## src/rtl/mnist_inference_scheduler.sv

```systemverilog
// Sequencer for the two-layer MNIST datapath: clears accumulators, streams layer-1 and
// layer-2 ROM addresses with latency-matched strobes, then scans the ten scores for the argmax.
module mnist_inference_scheduler #(
    parameter int N_PIXELS = 784,
    parameter int N_NEURON = 10,
    parameter int MEM_LAT  = 1
) (
    input  logic        clk,
    input  logic        rst_n,
    input  logic        start,
    input  logic        abort,
    output logic        busy,
    output logic        done,
    output logic        acc_clr,
    output logic [11:0] pixel_addr,
    output logic [3:0]  bias_addr,
    output logic [10:0] bias_load,
    output logic        valid_pixel,
    output logic [3:0]  layer1_addr,
    output logic [3:0]  layer1_addr_delay,
    output logic        valid_digit,
    output logic [3:0]  digit_sel,
    input  logic [31:0] digit_value,
    output logic [3:0]  result_index
);

    localparam logic [9:0] PIX_LAST = 10'(N_PIXELS - 1);
    localparam logic [3:0] NEU_LAST = 4'(N_NEURON - 1);
    localparam logic [1:0] LAT_LAST = 2'(MEM_LAT - 1);

    typedef enum logic [3:0] {
        IDLE, CLR, BIAS1, L1, L1_DRAIN, BIAS2, L2, L2_DRAIN, ARGMAX, DONE
    } state_t;

    state_t state, next_state;

    logic [9:0]         pixel_cnt;
    logic [1:0]         drain_cnt;
    logic signed [31:0] run_max;
    logic [3:0]         best_idx;
    logic               new_max;

    logic [MEM_LAT-1:0] pix_pipe;
    logic [MEM_LAT-1:0] dig_pipe;
    logic [MEM_LAT-1:0] bias_vld_pipe;
    logic [3:0]         bias_addr_pipe [MEM_LAT];
    logic [3:0]         l1_addr_pipe   [MEM_LAT];

    always_ff @(posedge clk or negedge rst_n) begin
        if (!rst_n) begin
            state <= IDLE;
        end else begin
            state <= next_state;
        end
    end

    always_comb begin
        next_state = state;
        case (state)
            IDLE:     if (start) next_state = CLR;
            CLR:      next_state = BIAS1;
            BIAS1:    if (bias_addr == NEU_LAST) next_state = L1;
            L1:       if (pixel_cnt == PIX_LAST) next_state = L1_DRAIN;
            L1_DRAIN: if (drain_cnt == LAT_LAST) next_state = BIAS2;
            BIAS2:    if (bias_addr == NEU_LAST) next_state = L2;
            L2:       if (layer1_addr == NEU_LAST) next_state = L2_DRAIN;
            L2_DRAIN: if (drain_cnt == LAT_LAST) next_state = ARGMAX;
            ARGMAX:   if (digit_sel == NEU_LAST) next_state = DONE;
            DONE:     next_state = IDLE;
            default:  next_state = IDLE;
        endcase
        if (abort) next_state = IDLE;
    end

    // Each counter restarts on entry to its own state and otherwise holds its last value.
    always_ff @(posedge clk or negedge rst_n) begin
        if (!rst_n) begin
            pixel_cnt   <= '0;
            drain_cnt   <= '0;
            bias_addr   <= '0;
            layer1_addr <= '0;
            digit_sel   <= '0;
        end else begin
            case (next_state)
                BIAS1, BIAS2:       bias_addr   <= (state == next_state) ? bias_addr + 4'd1 : 4'd0;
                L1:                 pixel_cnt   <= (state == L1) ? pixel_cnt + 10'd1 : 10'd0;
                L1_DRAIN, L2_DRAIN: drain_cnt   <= (state == next_state) ? drain_cnt + 2'd1 : 2'd0;
                L2:                 layer1_addr <= (state == L2) ? layer1_addr + 4'd1 : 4'd0;
                ARGMAX:             digit_sel   <= (state == ARGMAX) ? digit_sel + 4'd1 : 4'd0;
                default: ;
            endcase
        end
    end

    assign new_max = $signed(digit_value) > run_max;

    // Strict compare keeps the lowest index on ties; the last score is folded in on entry to DONE.
    always_ff @(posedge clk or negedge rst_n) begin
        if (!rst_n) begin
            run_max      <= '0;
            best_idx     <= '0;
            result_index <= '0;
        end else begin
            if (state == ARGMAX && (digit_sel == 4'd0 || new_max)) begin
                run_max  <= $signed(digit_value);
                best_idx <= digit_sel;
            end
            if (state == ARGMAX && next_state == DONE) begin
                result_index <= new_max ? digit_sel : best_idx;
            end
        end
    end

    // Strobes trail their addresses by MEM_LAT cycles; abort flushes anything in flight.
    always_ff @(posedge clk or negedge rst_n) begin
        if (!rst_n) begin
            pix_pipe      <= '0;
            dig_pipe      <= '0;
            bias_vld_pipe <= '0;
            for (int i = 0; i < MEM_LAT; i++) begin
                bias_addr_pipe[i] <= '0;
                l1_addr_pipe[i]   <= '0;
            end
        end else begin
            bias_addr_pipe[0] <= bias_addr;
            l1_addr_pipe[0]   <= layer1_addr;
            for (int i = 1; i < MEM_LAT; i++) begin
                bias_addr_pipe[i] <= bias_addr_pipe[i-1];
                l1_addr_pipe[i]   <= l1_addr_pipe[i-1];
            end
            if (abort) begin
                pix_pipe      <= '0;
                dig_pipe      <= '0;
                bias_vld_pipe <= '0;
            end else begin
                pix_pipe[0]      <= (state == L1);
                dig_pipe[0]      <= (state == L2);
                bias_vld_pipe[0] <= (state == BIAS1) || (state == BIAS2);
                for (int i = 1; i < MEM_LAT; i++) begin
                    pix_pipe[i]      <= pix_pipe[i-1];
                    dig_pipe[i]      <= dig_pipe[i-1];
                    bias_vld_pipe[i] <= bias_vld_pipe[i-1];
                end
            end
        end
    end

    assign busy              = (state != IDLE) && (state != DONE);
    assign done              = (state == DONE);
    assign acc_clr           = (state == CLR);
    assign pixel_addr        = {2'b00, pixel_cnt};
    assign valid_pixel       = pix_pipe[MEM_LAT-1];
    assign valid_digit       = dig_pipe[MEM_LAT-1];
    assign layer1_addr_delay = l1_addr_pipe[MEM_LAT-1];
    assign bias_load         = bias_vld_pipe[MEM_LAT-1]
                             ? (11'd1 << (bias_addr_pipe[MEM_LAT-1] + 4'd1)) : 11'd0;

endmodule

```

## config.mk

```make
export PLATFORM = sky130hd
export DESIGN_NAME = mnist_inference_scheduler
export DESIGN_NICKNAME = d
export VERILOG_FILES = /design/src/rtl/mnist_inference_scheduler.sv
export SDC_FILE = /design/constraint.sdc
export NUM_CORES = 1
export LEC_CHECK = 0
export ABC_AREA = 1
export ABC_CLOCK_PERIOD_IN_PS = 1900
export CORE_MARGIN = 5
export CORE_UTILIZATION = 48
export CTS_BUF_LIST = sky130_fd_sc_hd__clkbuf_8 sky130_fd_sc_hd__clkbuf_16
export DETAILED_ROUTE_END_ITERATION = 7
export PLACE_DENSITY = 0.76
export SYNTH_ARGS = -nofsm -noshare
export SYNTH_HDL_FRONTEND = slang
export SYNTH_SLANG_ARGS = --single-unit
```

## constraint.sdc

```tcl
create_clock -name clk -period 1.9 [get_ports clk]
set_input_delay 0.38 -clock clk [delete_from_list [all_inputs] [get_ports clk]]
set_output_delay 0.38 -clock clk [all_outputs]
set_load 0.01 [all_outputs]
```

---- Word-level counts from Yosys, hierarchy flattened ----
Cells that the tools add are included.
operators by class
  $add $sub $neg .......................... 6
  eq/ne operators ......................... 23
  shifts and indexed selects .............. 1
  reductions and logical operators ........ 11
  magnitude comparators ................... 1
  multiplexer cells ....................... 20
operators with widths
  operator               count
  $mux 4                 13
  $pmux 4 s9             1
  $eq 4x3->1 const B     8
  $gt 32x32->1           1
  $eq 4x4->1 const B     7
  $add 4x1->4 const B    4
  $eq 4x2->1 const B     4
  $mux 11                1
  $shl 1x4->11 const A   1
  $add 10x1->10 const B  1
  $eq 10x10->1 const B   1
  $mux 10                1
  $logic_not 4->1        2
  $eq 4x1->1 const B     1
  $eq 4x4->1             1
  $ne 4x4->1 const B     1
  $reduce_bool 4->1      1
  $reduce_or 2->1        2
  $logic_and 1x1->1      3
  $mux 1                 3
  $add 2x1->2 const B    1
  $logic_not 2->1        1
  $logic_or 1x1->1       2
  $mux 2                 1
storage, ports and cells
  output and inout port bits .............. 48
  bits in registers ....................... 79
  input bits .............................. 36
  logic and storage cells ................. 76

---- Logic depth before layout (Yosys ltp) ----
  word-level depth ........................ 6
  gate-level depth with buffers ........... 20
  depth with buffers taken out ............ 19

---- Worst setup path after synthesis ----
No wires, ideal clock.
  path kind ............................... input -> register
  from .................................... input digit_value[31]
  to ...................................... register best_idx[3]
  required time ........................... 1.783 ns
  library setup time ...................... 0.117 ns
  stages on the path ...................... 12
  path buffers ............................ 1
  arrival ................................. 1.922 ns
  setup slack ............................. -0.138 ns
  path through ............................ ha_1 -> nand2_1 -> nor2_2 -> nand2_1 -> inv_2 -> nand4_1 -> or3_4 -> nand3_4 -> nand2_8 -> buf_2 -> nand3_1 -> nand2_1
on the way
  cells in the longest elaborated chain, start to end .. 3
RTL lines
  item                    RTL line  RTL
  start: declaration      23        input logic [31:0] digit_value,
  $gt 32x32->1            95        assign new_max = $signed(digit_value) > run_max;
  $logic_or 1x1->1        104       if (state == ARGMAX && (digit_sel == 4'd0 || new_max)) begin
  $logic_and 1x1->1       104
  end signal: assignment  106       best_idx <= digit_sel;
  end: declaration        40        logic [3:0] best_idx;
Every way passes these cells.
A chain may end at the register's enable or synchronous reset.

---- Worst setup path after layout ----
  from .................................... register run_max[17]
  to ...................................... register run_max[2]
on the way
  cells in the longest elaborated chain, start to end .. 3
RTL lines
  item                      RTL line  RTL
  start: declaration        39        logic signed [31:0] run_max;
  start signal: assignment  105       run_max <= $signed(digit_value);
  $gt 32x32->1              95
  $logic_or 1x1->1          104
  $logic_and 1x1->1         104
Every way passes these cells.

==> run_results.csv <==
group,metric,value,unit
status,status,"complete, but fails checks",
status,violations,"setup timing",
route,viasPerCell,5.44,
global_route,grt_max_degree,44,
synthesis,synth_top_family_by_area,"simple AND/OR/NAND/NOR gates",
sta,finalWorstSetupSlack,-443,ps
global_route,antenna_found_initial,0,
die,dieArea,12200,µm²
worst_setup_path,end_kind,"flop",
placement,pre_cts_slack,-765,ps
run,maxCapViolCount,0,
die,io_pins,84,
die,start_util,49.3,%
global_route,grt_first_pass_wirelength,25.6,mm
synthesis,synth-xor-area-share,2.35,%
final_layout,fill_cells,638,
die,die_x,110,µm
sta,relSlewSlack,54.3,%
die,die_height,110,µm
synthesis,yosysTopAreaCellShare,40.8,%
final_layout,final_common_cell,"nand2_1",
sta,setup_tns,-17600,ps
route,routedWlPerCell,17.5,µm
synthesis,ys_top_cells_by_area,"dfrtp_1 (41%), nand2_1 (14%), ha_1 (11%)",
sta,worst_clock_skew,12.1,ps
synthesis,synth_compound_area_share,5.50,%
global_route,track_usage,25.1,%
clock_network,htreeDepth,3,
worst_setup_path,slowest_stage,"dfrtp_1",
route,drt_pass1_iterations,7,
final_layout,final_cell_mix,"nand2_1 (117), buf_4 (99), dfrtp_1 (77), inv_1 (66), nand2_2 (53)",
synthesis,synth_ff_type,"dfrtp_1",
die,coreArea,9820,µm²
die,std_cell_rows,36,
worst_setup_path,critPathMaxStageDelay,410,ps
route,wl,16.7,mm
clock_network,path_clk_slew,80,ps
placement,dp_hpwl,9.59,mm
synthesis,synthSimpleGateAreaFrac,31.4,%
worst_hold_path,hold_class,"input port to flop",
worst_setup_path,cp_top_family,"simple AND/OR/NAND/NOR gates",
sta,tightest_slew,685,ps
synthesis,async_flop_share,100,%
worst_setup_path,crit_chain,"inv_2 -> ha_4 -> nand2_1 -> nand2_1 -> nand3_1 -> nand2_1 -> nand2_1 -> nand2_2 -> a21oi_4 -> nand2_2 -> nand2_4 -> nand3_4 -> nand2_8 -> buf_12 -> nand2_8 -> nand2_2 -> nand2_1",
synthesis,seq_area_frac_synth,40.8,%
worst_setup_path,path_buf_inv,2,
synthesis,ys_warn_count,0,
final_layout,fin_area,7880,µm²
synthesis,synth-edff-count,0,
sta,maxSlewViolCount,0,
synthesis,syn_avg_cell_area,7.89,µm²
final_layout,fin_util,80.2,%
placement,portBuffers,81,
worst_setup_path,worst-path-max-fanout,6,
clock_network,cts_sinks,79,
sta,rsz0062_at_grt,"true",
synthesis,synth-adder-area-share,10.6,%
sta,hold_ws,370,ps
sta,setup_viol,69,
clock_network,cts_tree,"built",
worst_setup_path,worst_path_most_repeated_cell,"nand2_1",
worst_setup_path,crit_type,"flop to flop",
worst_setup_path,critPathArrivalTime,2580,ps
clock_network,cts_buffer_depth,2,
power,power,4.47,mW
final_layout,diodes,0,
route,dr.first_iter.drc_count,240,
placement,place_area,6400,µm²
sta,hold_violations,0,
synthesis,synth_cell_types,38,
sta,clock.fmax,427,MHz
global_route,grt_pass1_vias,5361,
sta,period_needed,2340,ps
final_layout,finalNonFillerCells,951,
route,vias,5171,
clock_network,cts_made_buffers,9,
global_route,overflow,0,
final_layout,drive_gt1_share,42.3,%
final_layout,syn_to_final_growth,62.7,%
synthesis,synthMuxAreaShare,0.413,%
route,drc,0,
worst_setup_path,cp_data_required_time,2140,ps
synthesis,ys_ff_latch,79,
synthesis,netlist_instances,614,
power,powerDensity,568,nW/µm²
worst_setup_path,setup.worst_path.start_class,"flop",
clock_network,clk_latency,350,ps
synthesis,synth_area,4840,µm²
sta,fin_crit_sh,123,%
final_layout,register_area,1980,µm²
worst_setup_path,reg2reg_slack,-440,ps
power,p_leak,3.83,nW
synthesis,yosysTopAreaCell,"dfrtp_1",
power,peakVddDrop,0.000591,V
final_layout,final_nets,890,
route,drtAntennaViolNets,0,
placement,dpl.cell_count,885,
clock_network,cts-root-buf,"clkbuf_8",
placement,gp_congestion,0.849,
final_layout,multi_input_area,3480,µm²
[tightest hold or removal path, cell delays in order]
cell and delay [ps]:
dlymetal6s2s_1 160, nand3_1 100, nand2_1 50
[where the power goes]
| group | total, mW | internal, mW | switching [mW] |
|---|---|---|---|
| registers | 1.87 | 1.78 | 0.0874 |
| clock network | 1.06 | 0.454 | 0.610 |
| logic | 1.54 | 0.737 | 0.806 |
[registers in the layout (all words and copies together) (netlist names)]
name / cells
bias_addr_pipe: 4
layer1_addr_delay: 4
run_max: 32
bias_vld_pipe: 1
layer1_addr: 4
best_idx: 4
valid_digit: 1
pixel_cnt: 10
valid_pixel: 1
drain_cnt: 2
state: 4
result_index: 4
bias_addr: 4
digit_sel: 4
[cells by family after synthesis]
group,count (synthesis)
fa+ha+maj,41
mux,2
buf+inv,101
simple gates,334
flops,79
xor+xnor,13
other cells,1
compound gates,43
[Yosys cell counts (4+ instances only)]
library cell / number
nor3_1: 7
buf_6: 4
inv_1: 79
buf_2: 5
xor2_1: 10
nand2_1: 185
ha_1: 41
inv_2: 8
dfrtp_1: 79
nand3_1: 65
nor2_4: 4
nor2_1: 40
o31ai_1: 7
a21oi_1: 18
nand4_1: 14
o21ai_0: 9
[final timing paths]
| check | startpoint | cells after the start | to |
|---|---|---|---|
| worst max-delay path | run_max[17] | 17 | run_max[2] |
| worst min-delay path | digit_value[16] | 3 | run_max[16] |
| worst max register to register | run_max[17] | 17 | run_max[2] |
| worst min register to register | run_max[7] | 2 | run_max[7] |
| max in group asynchronous | rst_n | 3 | bias_addr[1] |
| min in group asynchronous | rst_n | 2 | run_max[15] |
[per-layer routing]
layer  global-route usage (%)  part of all wire, %  vias up
li1                         -                    -     2377
met1                     29.2                   37     2513
met2                     45.8                   54      213
met3                     4.92                  5.7       68
met4                     8.95                  3.8        0
met5                        0                    0        -
[timing repair]
action                     CTS  global route
hold buffers                 1             0
setup endpoints to repair   78            78
cloned                       5             0
setup buffers               25            20
pin swaps                   55            40
gates resized for setup    187           132
hold endpoints to repair    22             0
[final cells by class]
type	count	area share [%]
clock buffers	9	1.57
clock inverters	7	0.429
inverters	87	4.34
multi-input cells	439	44.1
flip-flops and latches	79	25.1
well taps	133	2.11
repair buffers	197	22.3
Power figures use the tool's default switching activity.
